## src/rtl/cmdseq_pkg.sv

```systemverilog
// Shared state encoding and default parameters for the command sequencer.
package cmdseq_pkg;

    typedef enum logic [2:0] {
        S_IDLE      = 3'd0,
        S_ISSUE     = 3'd1,
        S_WAIT_ACK  = 3'd2,
        S_WAIT_DONE = 3'd3,
        S_GAP       = 3'd4,
        S_FINISH    = 3'd5,
        S_ERROR     = 3'd6
    } cmdseq_state_t;

    localparam int unsigned CMDSEQ_CMD_W          = 3;
    localparam int unsigned CMDSEQ_NUM_CMDS       = 8;
    localparam int unsigned CMDSEQ_GAP_W          = 25;
    localparam int unsigned CMDSEQ_GAP_CYCLES     = 5;
    localparam int unsigned CMDSEQ_TO_W           = 16;
    localparam int unsigned CMDSEQ_TIMEOUT_CYCLES = 1000;

    // A TIMEOUT_CYCLES value equal to this disables the handshake timeout.
    localparam int unsigned CMDSEQ_TIMEOUT_DISABLE = 0;

endpackage

```

## src/rtl/seq_down_counter.sv

```systemverilog
// Loadable down-counter that stops at zero and flags it.
module seq_down_counter #(
    parameter int unsigned W = 8
) (
    input  logic         clk,
    input  logic         rst,
    input  logic         load_i,
    input  logic [W-1:0] load_val_i,
    input  logic         dec_i,
    output logic         zero_o
);

    logic [W-1:0] count_q, count_d;

    always_comb begin
        count_d = count_q;
        if (load_i) begin
            count_d = load_val_i;
        end else if (dec_i && (count_q != '0)) begin
            count_d = count_q - W'(1);
        end
    end

    always_ff @(posedge clk or posedge rst) begin
        if (rst) begin
            count_q <= '0;
        end else begin
            count_q <= count_d;
        end
    end

    assign zero_o = (count_q == '0);

endmodule

```

## src/rtl/command_sequencer.sv

```systemverilog
// Steps a command index through NUM_CMDS commands, each with a start pulse,
// a two-phase ready handshake, an optional timeout and a programmable gap.
module command_sequencer
    import cmdseq_pkg::*;
#(
    parameter int unsigned CMD_W          = CMDSEQ_CMD_W,
    parameter int unsigned NUM_CMDS       = CMDSEQ_NUM_CMDS,
    parameter int unsigned GAP_W          = CMDSEQ_GAP_W,
    parameter int unsigned GAP_CYCLES     = CMDSEQ_GAP_CYCLES,
    parameter int unsigned TO_W           = CMDSEQ_TO_W,
    parameter int unsigned TIMEOUT_CYCLES = CMDSEQ_TIMEOUT_CYCLES
) (
    input  logic             clk,
    input  logic             rst,
    input  logic             enable,
    input  logic             loop_mode,
    input  logic             ready_command,
    output logic [CMD_W-1:0] command,
    output logic             start,
    output logic             busy,
    output logic             done,
    output logic             timeout_err
);

    localparam logic [CMD_W-1:0] LAST_CMD = CMD_W'(NUM_CMDS - 1);
    localparam logic [GAP_W-1:0] GAP_LOAD = GAP_W'(GAP_CYCLES);
    localparam bit               TO_EN    = (TIMEOUT_CYCLES != CMDSEQ_TIMEOUT_DISABLE);
    localparam logic [TO_W-1:0]  TO_LAST  = TO_EN ? TO_W'(TIMEOUT_CYCLES - 1) : '0;

    cmdseq_state_t    state_q, state_d;
    logic [CMD_W-1:0] cmd_q, cmd_d;
    logic [TO_W-1:0]  to_q, to_d;
    logic             start_q, start_d;
    logic             busy_q, busy_d;
    logic             done_q, done_d;
    logic             terr_q, terr_d;
    logic             gap_load, gap_dec, gap_zero, to_hit;

    seq_down_counter #(.W(GAP_W)) u_gap_cnt (
        .clk        (clk),
        .rst        (rst),
        .load_i     (gap_load),
        .load_val_i (GAP_LOAD),
        .dec_i      (gap_dec),
        .zero_o     (gap_zero)
    );

    assign to_hit = TO_EN && (to_q == TO_LAST);

    always_comb begin
        state_d  = state_q;
        cmd_d    = cmd_q;
        to_d     = to_q;
        terr_d   = terr_q;
        gap_load = 1'b0;
        gap_dec  = 1'b0;
        case (state_q)
            S_IDLE: begin
                cmd_d = '0;
                if (enable && ready_command) state_d = S_ISSUE;
            end
            S_ISSUE: begin
                to_d    = '0;
                state_d = S_WAIT_ACK;
            end
            // A handshake edge takes priority over a timeout in the same cycle.
            S_WAIT_ACK: begin
                if (!ready_command) begin
                    to_d    = '0;
                    state_d = S_WAIT_DONE;
                end else if (to_hit) begin
                    terr_d  = 1'b1;
                    state_d = S_ERROR;
                end else begin
                    to_d = to_q + TO_W'(1);
                end
            end
            S_WAIT_DONE: begin
                if (ready_command) begin
                    gap_load = 1'b1;
                    state_d  = S_GAP;
                end else if (to_hit) begin
                    terr_d  = 1'b1;
                    state_d = S_ERROR;
                end else begin
                    to_d = to_q + TO_W'(1);
                end
            end
            S_GAP: begin
                if (!gap_zero) begin
                    gap_dec = 1'b1;
                end else if (!enable) begin
                    cmd_d   = '0;
                    state_d = S_IDLE;
                end else if (cmd_q == LAST_CMD) begin
                    if (loop_mode) begin
                        cmd_d   = '0;
                        state_d = S_ISSUE;
                    end else begin
                        state_d = S_FINISH;
                    end
                end else begin
                    cmd_d   = cmd_q + CMD_W'(1);
                    state_d = S_ISSUE;
                end
            end
            S_FINISH, S_ERROR: begin
                if (!enable) begin
                    cmd_d   = '0;
                    state_d = S_IDLE;
                end
            end
            default: begin
                cmd_d   = '0;
                state_d = S_IDLE;
            end
        endcase
        if (state_d == S_IDLE) terr_d = 1'b0;
    end

    // Outputs are decoded from the next state so the registers track the state.
    always_comb begin
        start_d = (state_d == S_ISSUE);
        busy_d  = (state_d inside {S_ISSUE, S_WAIT_ACK, S_WAIT_DONE, S_GAP});
        done_d  = (state_d == S_FINISH);
    end

    always_ff @(posedge clk or posedge rst) begin
        if (rst) begin
            state_q <= S_IDLE;
            cmd_q   <= '0;
            to_q    <= '0;
            start_q <= 1'b0;
            busy_q  <= 1'b0;
            done_q  <= 1'b0;
            terr_q  <= 1'b0;
        end else begin
            state_q <= state_d;
            cmd_q   <= cmd_d;
            to_q    <= to_d;
            start_q <= start_d;
            busy_q  <= busy_d;
            done_q  <= done_d;
            terr_q  <= terr_d;
        end
    end

    assign command     = cmd_q;
    assign start       = start_q;
    assign busy        = busy_q;
    assign done        = done_q;
    assign timeout_err = terr_q;

endmodule
```

## config.mk

```make
export PLATFORM = sky130hd
export DESIGN_NAME = command_sequencer
export DESIGN_NICKNAME = d
export VERILOG_FILES = /design/src/rtl/cmdseq_pkg.sv /design/src/rtl/seq_down_counter.sv /design/src/rtl/command_sequencer.sv
export SDC_FILE = /design/constraint.sdc
export NUM_CORES = 1
export LEC_CHECK = 0
export ABC_CLOCK_PERIOD_IN_PS = 3070
export CAP_MARGIN = 5
export CORE_MARGIN = 2
export CORE_UTILIZATION = 60
export CTS_CLUSTER_DIAMETER = 200
export DETAILED_ROUTE_END_ITERATION = 10
export GPL_TIMING_DRIVEN = 0
export PLACE_DENSITY = 0.85
export RECOVER_POWER = 50
export SLEW_MARGIN = 20
export SYNTH_ARGS = -nofsm -noshare
export SYNTH_HDL_FRONTEND = slang
export SYNTH_SLANG_ARGS = --single-unit
```

## constraint.sdc

```tcl
create_clock -name clk -period 3.07 [get_ports clk]
set_clock_uncertainty 0.1 [all_clocks]
set_input_delay 0.4605 -clock clk [delete_from_list [all_inputs] [get_ports clk]]
set_output_delay 0.4605 -clock clk [all_outputs]
set_load 0.01 [all_outputs]
```

==> flow_summary.ini <==
[run_status]
outcome = finished clean

[synthesis]
syn-cell-area_um2 = 2800
syn_inst = 294
synth_largest_area_cell = dfrtp_1
synth_top_area_frac = 0.456
synth_cell_types = 54
yosys_most_used_dff = dfrtp_1
syn_nets = 303
synth-edff-count = 0
ys_ff_latch = 51
synth_area_leaders = dfrtp_1 (46%), nor2_1 (4.8%), xor2_1 (4.1%)
async_flop_share = 1.00
yosys_warnings = 0
avgSynthCellArea_um2 = 9.53
seq_area_frac_synth = 0.456

[detailed_routing]
drc_errors = 0
via_per_inst = 6.17
first_iter_violations = 111
post_drt_wl_per_cell_um = 15.2
drt-pass1-iter-count = 4
antenna_left = 0
routed_wl_mm = 5.58
vias = 2257

[cts]
cts_made_buffers = 5
cts_setup_buffers = 0
root_buffer = clkbuf_8
hold_buffers = 0
cts.repair.resized = 0
htreeDepth = 2
clkLatencyLatePin_ps = 300
cts_tree = yes
clockBufferDepth = 2
clock-sinks = 51
path_clk_slew_ps = 90

[pwr]
p_leak_nw = 1.31
power_switching_mw = 1.06
internal_power_mw = 1.41
swShare = 0.429
p_comb_frac = 0.459
p_clk_frac = 0.168
pwr-share-seq = 0.373
irDropWorstVdd_uv = 498
p_total_mw = 2.47
cellPowerDensity_nw_per_um2 = 802

[final_layout]
nets = 322
final.fill_count = 355
design_area_um2 = 3080
final_cell_mix = dfrtp_1 (51), nor2_1 (36), nand2_1 (18)
num_antenna_cells = 0
multi_input_area_um2 = 1410
seq_area_um2 = 1280
drive_above_1_share = 0.0955
layout_commonest_cell = dfrtp_1
syn2layout_area_growth_pct = 10.0

[sta]
setup_slack_ps = 360
worst_pin_slew_ps = 856
slew_headroom = 0.425
hold_violations = 0
rsz0062_at_grt = no
tns_ps = 0
finalCriticalPeriod_ps = 2710
setup_violations = 0
fin_crit_sh = 0.883
slew_viol_final = 0
fmax_ghz = 0.369

[setup_path]
r2r_setup_slack_ps = 360
setup.worst_path.end_class = flip-flop
r2r_start = u_gap_cnt.count_q[8]
rr_worst_depth = 6
startpoint_type = flip-flop
critPathRequiredTime_ps = 3140
startpoint = u_gap_cnt.count_q[8]
crit_type = flip-flop to flip-flop
crit_end = timeout_err
crit_fanout = 6
rr_endpoint = timeout_err
cp.arrival_ps = 2780

[floorplan]
die_h_um = 72.3
core_area_um2 = 4410
rows = 24
start_util = 0.635
dieArea_um2 = 5230
die_w_um = 72.3
io_pins = 12

[job]
max_cap_violations = 0

[global_routing]
grt_busiest_layer = met2
grtUsageTotal = 0.242
overflow = 0
antenna_found_initial = 0
grt_max_degree = 31
use_met2 = 0.381
gr-usage-met1 = 0.338
met3_usage = 0.0486
grt_pass1_wl_mm = 9.96
grt_pass1_vias = 2187

[place]
dp_hpwl_mm = 3.88
dpl-instance-area_um2 = 3000
port_buffers = 11
place_congestion = 0.862
dp_slack_ps = 387

[worst_hold_path]
hp-class = flip-flop to flip-flop
-- through the flow --
step	hold slack, ps	utilization	cells
finish	419	0.698	366
global route	450	0.698	366
CTS	410	0.702	366
floorplan	370	-	294
global placement	386	0.674	357
detailed placement	397	0.679	358
-- worst min path at each step --
stage,cells past startpoint,to,slack (ps),start
after detailed placement,2,u_gap_cnt.count_q[24],400,u_gap_cnt.count_q[24]
after global routing,2,u_gap_cnt.count_q[24],450,u_gap_cnt.count_q[24]
after CTS,2,u_gap_cnt.count_q[5],410,rst
after floorplan,2,u_gap_cnt.count_q[24],370,u_gap_cnt.count_q[24]
final,2,u_gap_cnt.count_q[24],420,u_gap_cnt.count_q[24]
after global placement,2,u_gap_cnt.count_q[24],390,u_gap_cnt.count_q[24]
-- power by group through the flow --
stage | Clock (mW) | Combinational (mW) | Sequential, mW
after floorplan | 0 | 0.868 | 0.911
after global placement | 0 | 1.09 | 0.924
after detailed placement | 0 | 1.12 | 0.932
after CTS | 0.420 | 1.13 | 0.919
after global routing | 0.453 | 1.27 | 0.938
final | 0.417 | 1.13 | 0.922
-- critical path: stages (launching register included) --
cell and delay (ps):
dfrtp_1 450, or4_1 540, buf_2 180, or4_4 580, o21a_1 240, nor3_1 370
a2bb2oi_1 120
-- sequential cells by signal, indices dropped and copies added (netlist names) --
register           cells
done                   1
start                  1
u_gap_cnt.count_q     25
to_q                  16
state_q                3
busy                   1
timeout_err            1
command                3
-- per-layer routing --
metal / vias up / wire [um] / share of wire
met3: 8 / 217 / 0.039
met1: 1081 / 2620 / 0.47
li1: 1114 / - / -
met4: 0 / 58 / 0.010
met5: - / 0 / 0
met2: 54 / 2680 / 0.48
-- layout make-up --
cell class              count  area share
multi-input cells         221       0.459
flip-flops and latches     51       0.414
repair buffers             12      0.0374
clock buffers               8      0.0325
plain buffers              13      0.0252
well taps                  52      0.0211
inverters                   9      0.0110
-- logic make-up (layout without fill, tap and decap cells) --
family | count (synthesis) | in the layout | synth area share
AO/OA/AOI/OAI | 63 | 63 | 0.156
XOR/XNOR | 22 | 22 | 0.0688
adder cells (fa/ha/maj) | 4 | 4 | 0.0179
buffers and inverters | 22 | 42 | 0.0398
flip-flops | 51 | 51 | 0.456
AND/OR/NAND/NOR | 132 | 132 | 0.262
-- cells in the mapped netlist, types with 4 or more instances --
| cell | count |
|---|---|
| dfrtp_1 | 51 |
| clkbuf_1 | 7 |
| nand4_1 | 8 |
| xor2_1 | 13 |
| or2_2 | 4 |
| a21oi_1 | 12 |
| nor3_1 | 15 |
| or4_1 | 4 |
| nand2b_1 | 4 |
| o211ai_1 | 5 |
| ha_1 | 4 |
| nand3_1 | 10 |
| o21a_1 | 4 |
| o21ai_0 | 12 |
| nor4_1 | 6 |
| o31ai_1 | 5 |
| or3_1 | 7 |
| nand2_1 | 18 |
| xnor2_1 | 9 |
| inv_1 | 9 |
| nor2_1 | 36 |
Power figures use the tool's default switching activity.
